## config.mk

```make
export PLATFORM = sky130hd
export DESIGN_NAME = addr_decoder_multi
export DESIGN_NICKNAME = d
export VERILOG_FILES = /design/src/rtl/addr_decoder_multi.sv
export SDC_FILE = /design/constraint.sdc
export NUM_CORES = 1
export LEC_CHECK = 0
export ABC_AREA = 1
export CORE_UTILIZATION = 37
export DETAILED_ROUTE_END_ITERATION = 8
export GPL_ROUTABILITY_DRIVEN = 0
export PLACE_DENSITY = 0.94
export SETUP_SLACK_MARGIN = 0.2
export SYNTH_ARGS = -nofsm -noshare
export SYNTH_HDL_FRONTEND = slang
export SYNTH_SLANG_ARGS = --single-unit
```

## constraint.sdc

```tcl
create_clock -name clk -period 2.2 [get_ports clk]
set_input_delay 0.44 -clock clk [delete_from_list [all_inputs] [get_ports clk]]
set_output_delay 0.44 -clock clk [all_outputs]
set_load 0.01 [all_outputs]
```

## src/rtl/addr_decoder_multi.sv

```systemverilog
// Multi-region data-memory address decoder with one-cycle read return,
// per-region write protect and fault capture with a saturating counter.
module addr_decoder_multi #(
    parameter int                        NUM_REGIONS = 2,
    parameter logic [NUM_REGIONS*32-1:0] REGION_BASE =
        {32'h0000_1000, 32'h0000_0200},
    parameter logic [NUM_REGIONS*8-1:0]  REGION_LOG2 = {8'd12, 8'd8},
    parameter logic [NUM_REGIONS-1:0]    RO_MASK     = '0,
    parameter int                        CNT_W       = 8
) (
    input  logic                        clk,
    input  logic                        rst,
    input  logic [31:0]                 addr,
    input  logic                        WE,
    input  logic                        RE,
    output logic [NUM_REGIONS-1:0]      CS,
    output logic                        iWE,
    output logic [31:0]                 iAddress,
    input  logic [NUM_REGIONS*32-1:0]   rdata_in,
    output logic [31:0]                 rdata,
    output logic                        rvalid,
    output logic                        fault,
    output logic [31:0]                 fault_addr,
    output logic [CNT_W-1:0]            fault_count
);

    localparam int IDX_W = (NUM_REGIONS > 1) ? $clog2(NUM_REGIONS) : 1;

    logic [NUM_REGIONS-1:0] hit_vec;
    logic [31:0]            keep [NUM_REGIONS];

    for (genvar g = 0; g < NUM_REGIONS; g++) begin : g_region
        localparam logic [7:0]  LG   = REGION_LOG2[8*g +: 8];
        localparam logic [31:0] MSK  = 32'hFFFF_FFFF << LG;
        localparam logic [31:0] BASE = REGION_BASE[32*g +: 32];

        assign hit_vec[g] = (addr & MSK) == (BASE & MSK);
        assign keep[g]    = ~MSK;
    end

    logic             hit;
    logic             ro;
    logic [IDX_W-1:0] win;
    logic [31:0]      loc;
    logic [NUM_REGIONS-1:0] cs_oh;

    // Walk from the top index down so the lowest-index hit overrides.
    always_comb begin
        hit   = 1'b0;
        ro    = 1'b0;
        win   = '0;
        loc   = 32'h0;
        cs_oh = '0;
        for (int i = NUM_REGIONS - 1; i >= 0; i--) begin
            if (hit_vec[i]) begin
                hit       = 1'b1;
                ro        = RO_MASK[i];
                win       = IDX_W'(i);
                loc       = addr & keep[i];
                cs_oh     = '0;
                cs_oh[i]  = 1'b1;
            end
        end
    end

    assign CS       = cs_oh;
    assign iAddress = loc;
    assign iWE      = WE & hit & ~ro;

    logic fault_cond;
    logic rd_acc;

    assign fault_cond = ((RE | WE) & ~hit) | (WE & hit & ro);
    assign rd_acc     = RE & hit;

    logic             rvalid_q, rvalid_d;
    logic [IDX_W-1:0] sel_q, sel_d;
    logic             fault_q, fault_d;
    logic [31:0]      faddr_q, faddr_d;
    logic [CNT_W-1:0] fcnt_q, fcnt_d;

    always_comb begin
        rvalid_d = rd_acc;
        sel_d    = rd_acc ? win : sel_q;
        fault_d  = fault_cond;
        faddr_d  = faddr_q;
        fcnt_d   = fcnt_q;
        if (fault_cond) begin
            faddr_d = addr;
            if (!(&fcnt_q)) begin
                fcnt_d = fcnt_q + CNT_W'(1);
            end
        end
    end

    always_ff @(posedge clk) begin
        if (rst) begin
            rvalid_q <= 1'b0;
            sel_q    <= '0;
            fault_q  <= 1'b0;
            faddr_q  <= 32'h0;
            fcnt_q   <= '0;
        end else begin
            rvalid_q <= rvalid_d;
            sel_q    <= sel_d;
            fault_q  <= fault_d;
            faddr_q  <= faddr_d;
            fcnt_q   <= fcnt_d;
        end
    end

    logic [31:0] rmux;

    always_comb begin
        rmux = 32'h0;
        for (int i = 0; i < NUM_REGIONS; i++) begin
            if (sel_q == IDX_W'(i)) begin
                rmux = rdata_in[32*i +: 32];
            end
        end
    end

    assign rvalid      = rvalid_q;
    assign rdata       = rvalid_q ? rmux : 32'h0;
    assign fault       = fault_q;
    assign fault_addr  = faddr_q;
    assign fault_count = fcnt_q;

endmodule

```

After elaboration in Yosys (flattened, before gate mapping) --
Index checks and enable logic that the tools add are counted.
Word-level totals: flip-flop bits (word level) 43, input bits 100, output and inout bits 109, word-level logic and storage cells 25
Operators by class: add/sub/neg operators 1, equality and inequality tests 2, multiplexer cells 9, bitwise logic cells 6, reductions and logical operators 2
Operator list (number):
- 2-to-1 mux 32 bit | 2
- == test 24 x 2 -> 1 bit (second input constant) | 1
- 2-to-1 mux 12 bit | 2
- == test 20 x 1 -> 1 bit (second input constant) | 1
- adder 8 x 1 -> 8 bit (second input constant) | 1
- AND reduction 8 bit | 1
- 2-to-1 mux 2 bit | 2
- bitwise AND 1 bit | 3
- 2-to-1 mux 1 bit | 3
- inverter 1 bit | 2
- AND reduction 2 bit | 1
- bitwise OR 1 bit | 1

Longest topological paths before layout --
depth after elaboration 6, gate-level depth with buffers 10, gate-level depth less buffers 9

Worst setup path after synthesis --
OpenSTA, ideal clock, no wires.
path type input -> output, from in addr[28], to out iAddress[0], data arrival time 1.217 ns, required time 1.760 ns, path slack 0.543 ns, stages on the path 8, path buffers 1, cell sequence nor2_1 nand2_1 inv_1 nand2_1 nor2_1 o21ai_2 buf_2 nor2_1
Between the ends: cells in the longest elaborated chain, start to end 3
RTL lines:
- start, declared | line 13 | input logic [31:0] addr,
- == test 20 x 1 -> 1 bit | line 37 | assign hit_vec[g] = (addr & MSK) == (BASE & MSK);
- 2-to-1 mux 12 bit | line 55 | if (hit_vec[i]) begin
- 2-to-1 mux 12 bit * | line 55
- end, declared | line 18 | output logic [31:0] iAddress,
Every way passes the cells marked *; elsewhere a longest branch is shown, timed or not.

Final worst setup path --
from in addr[28], to reg faddr_q[20] (netlist: fault_addr[20])
Between the ends: cells in the longest elaborated chain, start to end 5
RTL lines:
- == test 20 x 1 -> 1 bit | line 37
- 2-to-1 mux 1 bit | line 55
- 2-to-1 mux 1 bit * | line 55
- inverter 1 bit * | line 73 | assign fault_cond = ((RE | WE) & ~hit) | (WE & hit & ro);
- bitwise AND 1 bit * | line 73
- end signal, assigned | line 107 | faddr_q <= faddr_d;
- end, declared | line 79 | logic [31:0] faddr_q, faddr_d;
Marked as above. A chain may end at the register's enable or synchronous reset.

==> results_tabular.tex <==
\begin{tabular}{lr}
\hline
Metric & Value \\
\hline
\multicolumn{2}{l}{\textbf{Global routing}} \\
Global routing usage summed across all routing layers & 0.2829 \\
GR Overflow Total & 0 \\
Number of antenna violations at the first check in global routing & 0 \\
Number of global-route vias before repair & 3,702 \\
Largest net degree at the start of global routing & 34 \\
Wire length of the first global-routing pass & 17,080 µm \\
\multicolumn{2}{l}{\textbf{CTS}} \\
Clock net sink count & 43 \\
CTS tree & done \\
Count of hold buffers inserted by post-cts repair & 0 \\
Max H-tree Level & 2 \\
Clock tree buffer depth & 2 \\
Number of clock buffers inserted by TritonCTS & 5 \\
Reg clk slew, reported paths & 0.09 ns \\
Clock latency at the later pin of the worst-skew pair & 0.30 ns \\
Clk root buf & sky130\_fd\_sc\_hd\_\_clkbuf\_8 \\
\multicolumn{2}{l}{\textbf{Synthesis}} \\
Area share of the leading cell type in the synthesized netlist & 0.3050 \\
Proportion of synthesized flip-flops having asynchronous set or reset & 0 \\
Part of the Yosys area used for sequential elements & 0.3050 \\
Number of synthesized register bits & 43 \\
Number of enable-type register cells in the synthesized netlist & 0 \\
Count of distinct cell types in the synthesized netlist & 24 \\
Number of warnings issued by yosys & 0 \\
Synth top area cells & sky130\_fd\_sc\_hd\_\_dfxtp\_1 30\%, sky130\_fd\_sc\_hd\_\_nor2\_1 17\%, sky130\_fd\_sc\_hd\_\_nand3\_1 7.8\% \\
Cell type with the largest total area after synthesis & sky130\_fd\_sc\_hd\_\_dfxtp\_1 \\
Top post-synthesis cells by count & 128 x sky130\_fd\_sc\_hd\_\_nor2\_1, 57 x sky130\_fd\_sc\_hd\_\_nand2\_1, 44 x sky130\_fd\_sc\_hd\_\_nand3\_1 \\
Synthesized area divided by synthesized cell count & 6.259 µm² \\
Main synth FF type & sky130\_fd\_sc\_hd\_\_dfxtp\_1 \\
Most frequent cell after synthesis & sky130\_fd\_sc\_hd\_\_nor2\_1 \\
Synth Cell Area & 2823 µm² \\
Number of cells produced by synthesis & 451 \\
\multicolumn{2}{l}{\textbf{Timing}} \\
Count of endpoints failing setup in the final report & 0 \\
Share of the cycle needed by the critical path after routing & 0.9410 \\
Max frequency & 0.4830 GHz \\
Max Clock Skew & 0.009660 ns \\
Slew Limit Fails & 0 \\
RSZ-0062 raised after global routing & true \\
Final Hold Fails & 0 \\
Actual transition at the worst max-transition pin & 0.5739 ns \\
Crit path time final & 2.070 ns \\
Relative max-transition margin & 0.6162 \\
\multicolumn{2}{l}{\textbf{Placed design}} \\
Area of placed instances & 4871 µm² \\
Port Buffer Count & 188 \\
Detailed placer's ending HPWL & 8124 µm \\
\multicolumn{2}{l}{\textbf{Critical path}} \\
Arrival time reported for the critical path endpoint & 2.30 ns \\
Worst EP required & 2.43 ns \\
Largest fanout on the critical path & 7 \\
Worst setup path start & addr[28] \\
Critical path launch point type & input pin \\
Startpoint of the worst register-to-register path & fault\_count[0]\$\_SDFFE\_PP0P\_ \\
Type of element capturing the critical path & flop \\
Type of the worst setup path & input pin to flop \\
\multicolumn{2}{l}{\textbf{Die}} \\
Number of standard-cell rows in the floorplan & 31 \\
Area of the die & 7983 µm² \\
Total I/O pin count & 209 \\
Area of the core & 7331 µm² \\
Width of the chip & 89.35 µm \\
Y dimension of the die & 89.35 µm \\
Effective utilization at floorplan & 0.3850 \\
\multicolumn{2}{l}{\textbf{Min path}} \\
Launch point of the worst hold path & addr[9] \\
Class of the most critical hold timing path & input pin to flop \\
\multicolumn{2}{l}{\textbf{Route}} \\
Total number of vias & 4,019 \\
Met3 routed WL & 1021 µm \\
Met2 wirelength from detailed routing & 7068 µm \\
Drt drc & 0 \\
First drt pass iteration count & 5 \\
Routed wire length per instance & 17.13 µm \\
Highest routed metal layer & met4 \\
Routed wire length & 13,430 µm \\
Vias/cell & 5.126 \\
Metal1 wirelength & 4614 µm \\
Post-route ant nets & 0 \\
Initial detailed-routing violation count & 131 \\
\multicolumn{2}{l}{\textbf{Power and ir drop}} \\
Worst supply voltage drop on vdd & 0.3573 mV \\
Switching fraction of total power & 0.2865 \\
Leak pwr & 0.003008 µW \\
Clock share of power & 0.280 \\
Power density normalized to cell area & 363.3 nW/µm² \\
Power share of the sequential group & 0.417 \\
P\_int & 1465 µW \\
Overall power after layout & 2054 µW \\
Comb pwr share & 0.303 \\
Net Switching & 588.5 µW \\
\multicolumn{2}{l}{\textbf{Cells and area}} \\
Antenna cell count & 0 \\
Area growth syn-to-layout & 100.3\% \\
Share of post-route cells with drive strength above 1 & 0.2803 \\
Count of nets after finishing & 785 \\
Summed area of non-filler cells in the final layout & 5653 µm² \\
\multicolumn{2}{l}{\textbf{Flow run}} \\
Max capacitance violation total & 0 \\
\multicolumn{2}{l}{\textbf{Outcome}} \\
Outcome & completed \\
\hline
\end{tabular}
worst max-delay path, cell delays in order:
cell,delay (ns)
sky130_fd_sc_hd__buf_8,0.10
sky130_fd_sc_hd__nor2_4,0.13
sky130_fd_sc_hd__buf_6,0.11
sky130_fd_sc_hd__buf_6,0.08
sky130_fd_sc_hd__buf_6,0.08
sky130_fd_sc_hd__buf_6,0.08
sky130_fd_sc_hd__buf_6,0.08
sky130_fd_sc_hd__buf_6,0.08
sky130_fd_sc_hd__buf_6,0.09
sky130_fd_sc_hd__nand2_4,0.04
sky130_fd_sc_hd__nor2_4,0.15
sky130_fd_sc_hd__nand3_2,0.12
sky130_fd_sc_hd__nand3_4,0.22
sky130_fd_sc_hd__buf_12,0.15
sky130_fd_sc_hd__clkbuf_16,0.15
sky130_fd_sc_hd__nand2_4,0.05
sky130_fd_sc_hd__a21oi_2,0.13
area by class of cell:
cell class                 count  area [µm²]
timing repair buffer         255        2571
multi-input combinational    340        1843
fill                         521        1678
sequential                    43       862.1
inverter                      39       148.9
tap                           99       123.9
clock buffer                   7       96.34
clock inverter                 1       7.507
through the flow:
step	hold WS [ns]	TNS, ns	utilization	instances	setup slack [ns]
floorplan	0.4874	0	-	470	0.5432
global placement	0.4511	-7.934	0.6644	737	-0.4607
detailed placement	0.4585	-10.81	0.6644	737	-0.5159
CTS	0.4380	0	0.7209	771	0.09021
global route	0.4443	0	0.7711	784	0.07409
finish	0.4199	0	0.7711	784	0.1298
cells in the final DEF (no fill, tap or decap), types with 12 or more instances in the layout:
| cell type | count |
|---|---|
| sky130_fd_sc_hd__nand3_1 | 37 |
| sky130_fd_sc_hd__nor2_2 | 15 |
| sky130_fd_sc_hd__buf_4 | 38 |
| sky130_fd_sc_hd__inv_1 | 27 |
| sky130_fd_sc_hd__dfxtp_1 | 42 |
| sky130_fd_sc_hd__buf_6 | 20 |
| sky130_fd_sc_hd__nand2_1 | 51 |
| sky130_fd_sc_hd__buf_2 | 13 |
| sky130_fd_sc_hd__nor2_1 | 100 |
| sky130_fd_sc_hd__conb_1 | 20 |
| sky130_fd_sc_hd__a21oi_2 | 14 |
| sky130_fd_sc_hd__dlygate4sd2_1 | 15 |
| sky130_fd_sc_hd__nor2_4 | 14 |
| sky130_fd_sc_hd__nand2_4 | 12 |
| sky130_fd_sc_hd__a21oi_1 | 19 |
| sky130_fd_sc_hd__dlymetal6s2s_1 | 19 |
| sky130_fd_sc_hd__clkdlybuf4s50_1 | 117 |
| sky130_fd_sc_hd__o21ai_0 | 32 |
| sky130_fd_sc_hd__clkbuf_2 | 14 |
logic make-up (layout without fill, tap and decap cells):
logic type	Yosys count	in the layout	share of synthesized area
compound gates	66	66	0.1316
xor+xnor	1	1	0.003103
fa+ha+maj	1	1	0.004432
buf+inv	87	302	0.1569
flops	43	43	0.3050
other cells	1	20	0.001329
simple gates	252	252	0.3976
flip-flops by register name, indices dropped and copies added, names as in the netlist:
register	flops
sel_q	1
fault	1
rvalid	1
fault_addr	32
fault_count	8
power groups by stage:
stage | clock [µW] | combinational [µW] | sequential, µW
2_1_floorplan | 0 | 178 | 889
5_1_grt | 606 | 660 | 861
3_5_place_dp | 0 | 507 | 873
4_1_cts | 572 | 547 | 855
6_report | 574 | 623 | 857
3_3_place_gp | 0 | 494 | 870
per-layer routing:
| metal | vias to the layer above | track usage |
|---|---|---|
| met5 | - | 0 |
| met4 | 0 | 0.1544 |
| met3 | 71 | 0.05078 |
| met2 | 243 | 0.5475 |
| met1 | 1850 | 0.2844 |
| li1 | 1855 | - |
path summary, 6_finish.rpt:
check | end | slack, ns | cells past startpoint
hold / removal | fault_addr[9]$_SDFFE_PP0P_ | 0.42 | 3
setup / recovery | fault_addr[20]$_SDFFE_PP0P_ | 0.13 | 17
setup reg to reg | fault_count[5]$_SDFFE_PP0P_ | 0.52 | 9
hold reg to reg | fault_addr[7]$_SDFFE_PP0P_ | 0.47 | 2
timing repair:
action | in CTS | in global routing
pin swaps | 25 | 35
resized for setup | 169 | 102
setup endpoints to repair | 58 | 75
setup buffers | 24 | 7
cloned | 2 | 6
Power figures use the tool's default switching activity.
